[src/rtl/interboard_tx_queue.sv]
// interboard_tx_queue: buffered message transmitter for the 4-phase
// Request/Ack inter-board link. Whole messages of NUM_FIELDS fields are
// queued in a small FIFO and sent one field per handshake, field 0 first.
// Optional feature macro: INTERBOARD_TX_TIMEOUT_EN adds a handshake timeout
// that aborts a stuck message and pulses err_timeout.
module interboard_tx_queue #(
  parameter int DATA_W      = 6,
  parameter int NUM_FIELDS  = 6,
  parameter int FIFO_DEPTH  = 4,
  parameter int SYNC_STAGES = 2,
  parameter int TIMEOUT_CYC = 1000000
) (
  input  logic                           clk,
  input  logic                           rst,
  input  logic                           interboard_rst,
  input  logic                           msg_valid,
  input  logic [NUM_FIELDS*DATA_W-1:0]   msg_data,
  output logic                           msg_ready,
  input  logic                           Ack_in,
  output logic                           Request_out,
  output logic [DATA_W-1:0]              inter_data_out,
  output logic                           busy,
  output logic [$clog2(FIFO_DEPTH):0]    fifo_count,
  output logic                           err_timeout
);

  localparam int PTR_W = $clog2(FIFO_DEPTH);
  localparam int CNT_W = PTR_W + 1;
  localparam int IDX_W = (NUM_FIELDS > 1) ? $clog2(NUM_FIELDS) : 1;
  localparam logic [CNT_W-1:0] FULL_CNT = CNT_W'(FIFO_DEPTH);
  localparam logic [IDX_W-1:0] LAST_IDX = IDX_W'(NUM_FIELDS - 1);

`ifdef INTERBOARD_TX_TIMEOUT_EN
  typedef enum logic [2:0] {IDLE, SETUP, REQ, ACK_DN, RECOVER} state_t;
`else
  typedef enum logic [2:0] {IDLE, SETUP, REQ, ACK_DN} state_t;
`endif

  state_t                          state_q, state_d;
  logic [NUM_FIELDS*DATA_W-1:0]    mem [FIFO_DEPTH];
  logic [NUM_FIELDS*DATA_W-1:0]    msg_q;
  logic [DATA_W-1:0]               msg_field [NUM_FIELDS];
  logic [DATA_W-1:0]               head_field0;
  logic [PTR_W-1:0]                wr_ptr_q, rd_ptr_q;
  logic [CNT_W-1:0]                count_q;
  logic [IDX_W-1:0]                idx_q, idx_d;
  logic [DATA_W-1:0]               data_q, data_d;
  logic                            req_q, err_q;
  logic                            push, pop, timeout_hit, ack_s;
  logic [SYNC_STAGES-1:0]          sync_q;

  // Split the in-flight message into addressable fields
  for (genvar gi = 0; gi < NUM_FIELDS; gi++) begin : g_field
    assign msg_field[gi] = msg_q[gi*DATA_W +: DATA_W];
  end

  // Field 0 is taken straight from the FIFO head so it is on the bus during SETUP
  assign head_field0 = mem[rd_ptr_q][DATA_W-1:0];

  assign msg_ready      = (count_q != FULL_CNT);
  assign push           = msg_valid && msg_ready && !interboard_rst;
  assign pop            = (state_q == IDLE) && (count_q != '0) && !interboard_rst;
  assign ack_s          = sync_q[SYNC_STAGES-1];
  assign Request_out    = req_q;
  assign inter_data_out = data_q;
  assign fifo_count     = count_q;
  assign busy           = (state_q != IDLE) || (count_q != '0);
  assign err_timeout    = err_q;

`ifdef INTERBOARD_TX_TIMEOUT_EN
  localparam int TO_W = $clog2(TIMEOUT_CYC + 1);
  logic [TO_W-1:0] tmo_q;
  logic            in_hs;

  assign in_hs       = (state_q == REQ) || (state_q == ACK_DN);
  assign timeout_hit = in_hs && (tmo_q == TO_W'(TIMEOUT_CYC - 1));

  // Handshake watchdog: restarts on every state change, counts while waiting on the peer
  always_ff @(posedge clk or posedge rst) begin
    if (rst) begin
      tmo_q <= '0;
    end else if (interboard_rst || (state_d != state_q)) begin
      tmo_q <= '0;
    end else if (in_hs) begin
      tmo_q <= tmo_q + 1'b1;
    end
  end
`else
  assign timeout_hit = 1'b0;
`endif

  // Ack_in crosses from the other board; only ack_s is used by the FSM
  always_ff @(posedge clk or posedge rst) begin
    if (rst) begin
      sync_q <= '0;
    end else if (interboard_rst) begin
      sync_q <= '0;
    end else begin
      sync_q <= {sync_q[SYNC_STAGES-2:0], Ack_in};
    end
  end

  // Message storage; no reset so it maps onto RAM
  always_ff @(posedge clk) begin
    if (push) begin
      mem[wr_ptr_q] <= msg_data;
    end
  end

  // Next-state logic of the field sender
  always_comb begin
    state_d = state_q;
    idx_d   = idx_q;
    data_d  = data_q;
    case (state_q)
      IDLE: begin
        if (count_q != '0) begin
          state_d = SETUP;
          idx_d   = '0;
          data_d  = head_field0;
        end
      end
      SETUP:  state_d = REQ;
      REQ: begin
        if (ack_s) state_d = ACK_DN;
      end
      ACK_DN: begin
        if (!ack_s) begin
          if (idx_q == LAST_IDX) begin
            state_d = IDLE;
          end else begin
            idx_d   = idx_q + 1'b1;
            data_d  = msg_field[idx_q + 1'b1];
            state_d = SETUP;
          end
        end
      end
`ifdef INTERBOARD_TX_TIMEOUT_EN
      RECOVER: begin
        if (!ack_s) state_d = IDLE;
      end
`endif
      default: state_d = IDLE;
    endcase
`ifdef INTERBOARD_TX_TIMEOUT_EN
    // An abort drops the rest of the message and waits for the peer to release Ack
    if (timeout_hit) state_d = RECOVER;
`endif
  end

  // State, registered outputs and FIFO bookkeeping; interboard_rst outranks everything
  always_ff @(posedge clk or posedge rst) begin
    if (rst) begin
      state_q  <= IDLE;
      idx_q    <= '0;
      data_q   <= '0;
      req_q    <= 1'b0;
      err_q    <= 1'b0;
      wr_ptr_q <= '0;
      rd_ptr_q <= '0;
      count_q  <= '0;
      msg_q    <= '0;
    end else if (interboard_rst) begin
      state_q  <= IDLE;
      idx_q    <= '0;
      data_q   <= '1;
      req_q    <= 1'b0;
      err_q    <= 1'b0;
      wr_ptr_q <= '0;
      rd_ptr_q <= '0;
      count_q  <= '0;
      msg_q    <= '0;
    end else begin
      state_q <= state_d;
      idx_q   <= idx_d;
      data_q  <= data_d;
      req_q   <= (state_d == REQ);
      err_q   <= timeout_hit;
      if (push) wr_ptr_q <= wr_ptr_q + 1'b1;
      if (pop) begin
        rd_ptr_q <= rd_ptr_q + 1'b1;
        msg_q    <= mem[rd_ptr_q];
      end
      if (push && !pop) begin
        count_q <= count_q + 1'b1;
      end else if (!push && pop) begin
        count_q <= count_q - 1'b1;
      end
    end
  end

endmodule
[config.mk]
export PLATFORM = sky130hd
export DESIGN_NAME = interboard_tx_queue
export DESIGN_NICKNAME = d
export VERILOG_FILES = /design/src/rtl/interboard_tx_queue.sv
export SDC_FILE = /design/constraint.sdc
export NUM_CORES = 1
export LEC_CHECK = 0
export ABC_CLOCK_PERIOD_IN_PS = 5700
export CAP_MARGIN = 5
export CORE_UTILIZATION = 60
export CTS_CLUSTER_SIZE = 30
export DETAILED_ROUTE_END_ITERATION = 8
export GPL_TIMING_DRIVEN = 1
export HOLD_SLACK_MARGIN = 0.1
export PLACE_DENSITY = 0.81
export SETUP_SLACK_MARGIN = 0.02
export SYNTH_ARGS = -nofsm -noshare
export SYNTH_HDL_FRONTEND = slang
export SYNTH_SLANG_ARGS = --single-unit
[constraint.sdc]
create_clock -name clk -period 5.7 [get_ports clk]
set_input_delay 1.14 -clock clk [delete_from_list [all_inputs] [get_ports clk]]
set_output_delay 1.14 -clock clk [all_outputs]
set_load 0.01 [all_outputs]
; Yosys cells after proc, flatten, opt, wreduce, memory -nomap -nowiden
; Memory sizes are Yosys's and may differ from the RTL's.
; Cells that the tools add are included.
; Widths: inputs -> output; s select.
[op_classes]
n_addsub = 5
order_cmp = 1
eq_ne = 9
mux = 32
bitwise = 1
n_reduce_logical = 18
[op_table]
columns = operator, n
row1 = $mux 36, 2
row2 = $mux 6, 6
row3 = $mux 3, 11
row4 = $bmux 6 s3, 1
row5 = $pmux 3 s4, 1
row6 = $pmux 6 s2, 1
row7 = $reduce_bool 3->1, 4
row8 = $mux 2, 5
row9 = $eq 3x2->1 const B, 3
row10 = $ne 3x3->1 const B, 3
row11 = $add 3x1->3 const B, 2
row12 = $logic_and 1x1->1, 6
row13 = $pmux 3 s2, 1
row14 = $add 2x1->2 const B, 2
row15 = $ge 4x4->1 const B, 1
row16 = $mux 1, 4
row17 = $not 3->4, 1
row18 = $reduce_and 4->1, 1
row19 = $reduce_bool 2->1, 2
row20 = $eq 3x1->1 const B, 1
row21 = $eq 3x3->1 const B, 1
row22 = $logic_not 1->1, 3
row23 = $logic_not 3->1, 1
row24 = $ne 3x2->1 const B, 1
row25 = 2 further kinds, 2
[word_totals]
reg_bits = 58
ram_bits = 144
in_bits = 41
output_inout_bits = 13
word_cells = 76
n_memories = 1
[mem_list]
columns = memory, depth, word_bits, rd, rd_ports_with_merged_regs, write_ports, line
row1 = mem, 4, 36, 1, 0, 1, 40  ; logic [NUM_FIELDS*DATA_W-1:0] mem [FIFO_DEPTH];

; Depth between registers and ports, before layout
[depth]
depth_word = 9
depth_mapped = 10
mapped_depth_nobuf = 8

; Worst setup path after synthesis
; OpenSTA, ideal clock, no wires.
[synth_path]
path_type = input port to flip-flop
startpoint = in interboard_rst
endpoint = mem mem[0][0] (netlist name), enable pin
setup_time_ns = 0.397
arrival_time_ns = 2.386
t_required_ns = 5.303
setup_slack_ns = 2.917
path_stages = 3
path_buffers = 1
path_cell_list = clkbuf_1 nor2_1 and2_1
[synth_between]
elab_chain_len = 4
[synth_rtl]
columns = item, line
row1 = start: declaration, 15  ; input logic interboard_rst,
row2 = $logic_not 1->1, 61  ; assign push = msg_valid && msg_ready && !interboard_rst;
row3 = $logic_and 1x1->1, 61
row4 = $mux 1, 105  ; if (push) begin
row5 = $mux 1 (not written as such), 106  ; mem[wr_ptr_q] <= msg_data;
row6 = end: declaration, 40
; No other way between the ends.

; Final worst setup path
[layout_path]
startpoint = reg state_q[2]
endpoint = out busy
[layout_between]
elab_chain_len = 2
[layout_rtl]
columns = item, line
row1 = start: declaration, 39  ; state_t state_q, state_d;
row2 = start signal: assignment, 174  ; state_q <= state_d;
row3 = $reduce_bool 3->1, 67  ; assign busy = (state_q != IDLE) || (count_q != '0);
row4 = $logic_or 1x1->1, 67
row5 = end: declaration, 22  ; output logic busy,
; No other way between the ends.

==> flow_summary.toml <==
[sta]
hold_viol_final = 0
skew_ns = 0.0140
worst_slew_pin_slew_ns = 1.05
final.period_utilization_pct = 55.1
drv_slew = 0
fin_crit_ns = 3.14
rsz0062_at_grt = "no"
tns_ns = 0
setup_viol = 0
fmax_mhz = 318
relSlewSlack_pct = 30.2

[final_layout]
fillers = 793
fin_util_pct = 72.6
nNetsFinal = 588
mostFrequentLayoutCells = "edfxtp_1, nand2_1, dfrtp_1"
n_antenna_cell = 0
syn2layout_area_growth_pct = 15.9
layout_commonest_cell = "edfxtp_1"
final_area_um2 = 9310
layout-drive-gt1-share_pct = 14.9

[setup_path]
r2r_cells = 8
crit_chain = "nor3_1, nand2b_1, clkdlybuf4s50_1"
cp_top_family = "simple AND/OR/NAND/NOR gates"
worstSetupEndpointType = "primary output"
reg2reg_from = "state_q[2]"
r2r_slack_ns = 2.96
critPathLaunchType = "flip-flop"
crit_slowest_cell = "clkdlybuf4s50_1"
critPathRequiredTime_ns = 4.56
critPathKind = "flip-flop to primary output"
cpPeakStageDelay_ns = 0.49
critPathArrivalTime_ns = 2.00
worst_r2r_endpoint = "fifo_count[2]"
critPathMaxFanout = 8
critPathBufInv = 1

[logic_synthesis]
synth_cells = 485
syn_area_um2 = 8030
async_reset_ff_share_pct = 28.7
synth.distinct_cells = 39
synth-seq-cells = 202
synth_ff_type = "edfxtp_1"
synth_edf_count = 144
avgSynthCellArea_um2 = 16.6
seq_area_frac_synth_pct = 71.9
ys_warn_count = 0

[route]
dr_total_vias = 4352
drc = 0
vias_per_cell = 6.02
drt-total-wl_um = 15500
ant_nets = 0
dr.pass1.iters = 5
drt_iter0_drc = 448
wl_per_cell_um = 21.4

[global_routing]
grt_pass1_wl_um = 24800
grt_start_max_net_pins = 58
grt_antenna_before_repair = 0
grt_usage_pct = 23.5
grt_pass1_vias = 4525
grt-ovfl-total = 0

[hold_path]
hold_depth = 1
hold_class = "flip-flop to flip-flop"
min_to = "sync_q[1]"
hp-start = "sync_q[0]"

[power_and_ir_drop]
p_leak_nw = 3.20
p_per_area_nw_per_um2 = 421
power.total_w = 0.00392
max-vdd-ir-drop_uv = 284

[status]
outcome = "completed"

[clock_tree]
cts.sinks = 202
cts.repair.resized = 0
clk_latency_ns = 0.48
tritoncts = "built"
clock_path_buffers = 3
root_buffer = "clkbuf_16"
post-cts-setup-buffer-count = 0
cts_buffers = 20
clk_pin_slew_ns = 0.06
htree_num_levels = 1
ctsHoldBuffers = 0

[floorplan]
rows = 41
die_h_um = 118
ios = 54
fp.coreArea_um2 = 12800
start_util_pct = 62.6
die_w_um = 118
die_area_um2 = 13800

[placed_design]
place.gp.congestion = 0.853
dp.final_hpwl_um = 9320
dpl_cell_area_um2 = 8700
io_buffers = 52

[flow_run]
cap_viol_max_count = 0
## worst max path at each step
stage | from | cells past startpoint | to
after floorplan | interboard_rst | 3 | mem[0][0]
after global placement | msg_valid | 5 | mem[2][26]
after detailed placement | msg_valid | 5 | mem[2][25]
after global routing | state_q[2] | 3 | busy
after CTS | state_q[2] | 3 | busy
final | state_q[2] | 3 | busy
## metal layers
| layer | share of wire (%) | wire, um | track usage, % |
|---|---|---|---|
| met1 | 40 | 6250 | 32.7 |
| met3 | 6.5 | 1000 | 4.31 |
| met4 | 3.4 | 529 | 9.05 |
| met2 | 50 | 7690 | 37.4 |
| met5 | 0 | 0 | 0 |
## where the power goes
| group | switching [W] | internal, W |
|---|---|---|
| Combinational | 0.000427 | 0.000393 |
| Sequential | 0.000123 | 0.00175 |
| Clock | 0.000500 | 0.000727 |
| Total | 0.00105 | 0.00287 |
## worst register-to-register path, stage by stage, from the launching register on
cell and delay [ns]:
dfrtp_1 0.45, nor3_1 0.48, and2_4 0.54, nor3_1 0.16, fa_1 0.45, inv_1 0.10, a21oi_1 0.06, a21o_1 0.18
a221oi_1 0.22
## per-stage QoR
step           hold slack [ns]  worst slack (ns)  instances
6_report                 0.498              2.56        723
5_1_grt                  0.548              2.43        723
4_1_cts                  0.521              2.54        723
3_5_place_dp             0.491              2.03        690
3_3_place_gp             0.468              2.11        690
2_1_floorplan            0.439              2.92        486
## cells in the mapped netlist, types with 6 or more instances
library cell  count  area share [%]
edfxtp_1        144              54
nand2_1          84             3.9
dfrtp_1          58              18
mux4_2           42              12
a21oi_1          40             2.5
clkbuf_1         18            0.84
nor2_1            8            0.37
buf_2             7            0.44
inv_1             7            0.33
mux2i_1           7            0.87
and2_1            6            0.47
ha_1              6            0.93
o211ai_1          6            0.56
o221a_1           6            0.84
## kinds of logic (layout without fill, tap and decap cells)
family / after synthesis / in the layout / share of synthesized area [%]
and+or+nand+nor: 122 / 122 / 6.70
other: 1 / 2 / 0.0467
adders and majority gates: 7 / 7 / 1.18
buffers and inverters: 35 / 100 / 1.89
AOI/OAI and AO/OA: 61 / 61 / 4.64
DFF: 202 / 202 / 71.9
xor gates and xnor gates: 5 / 5 / 0.545
muxes: 52 / 52 / 13.1
## area by class of cell
class                      count  area, um2  area share, %
clock buffer                  28        562           6.03
clock inverter                 5       46.3          0.497
inverter                       7       26.3          0.282
multi-input combinational    249       2110           22.6
sequential                   202       5780           62.1
tap                          172        215           2.31
timing repair buffer          60        576           6.18
## flip-flops by register name, indices dropped and copies added (netlist names), 2 cells and up
signal and count:
idx_q 3, state_q 3, sync_q 2, mem 144, wr_ptr_q 2, fifo_count 3
msg_q 36, rd_ptr_q 2, inter_data_out 6
No activity file was read; power rests on OpenSTA's default activity.
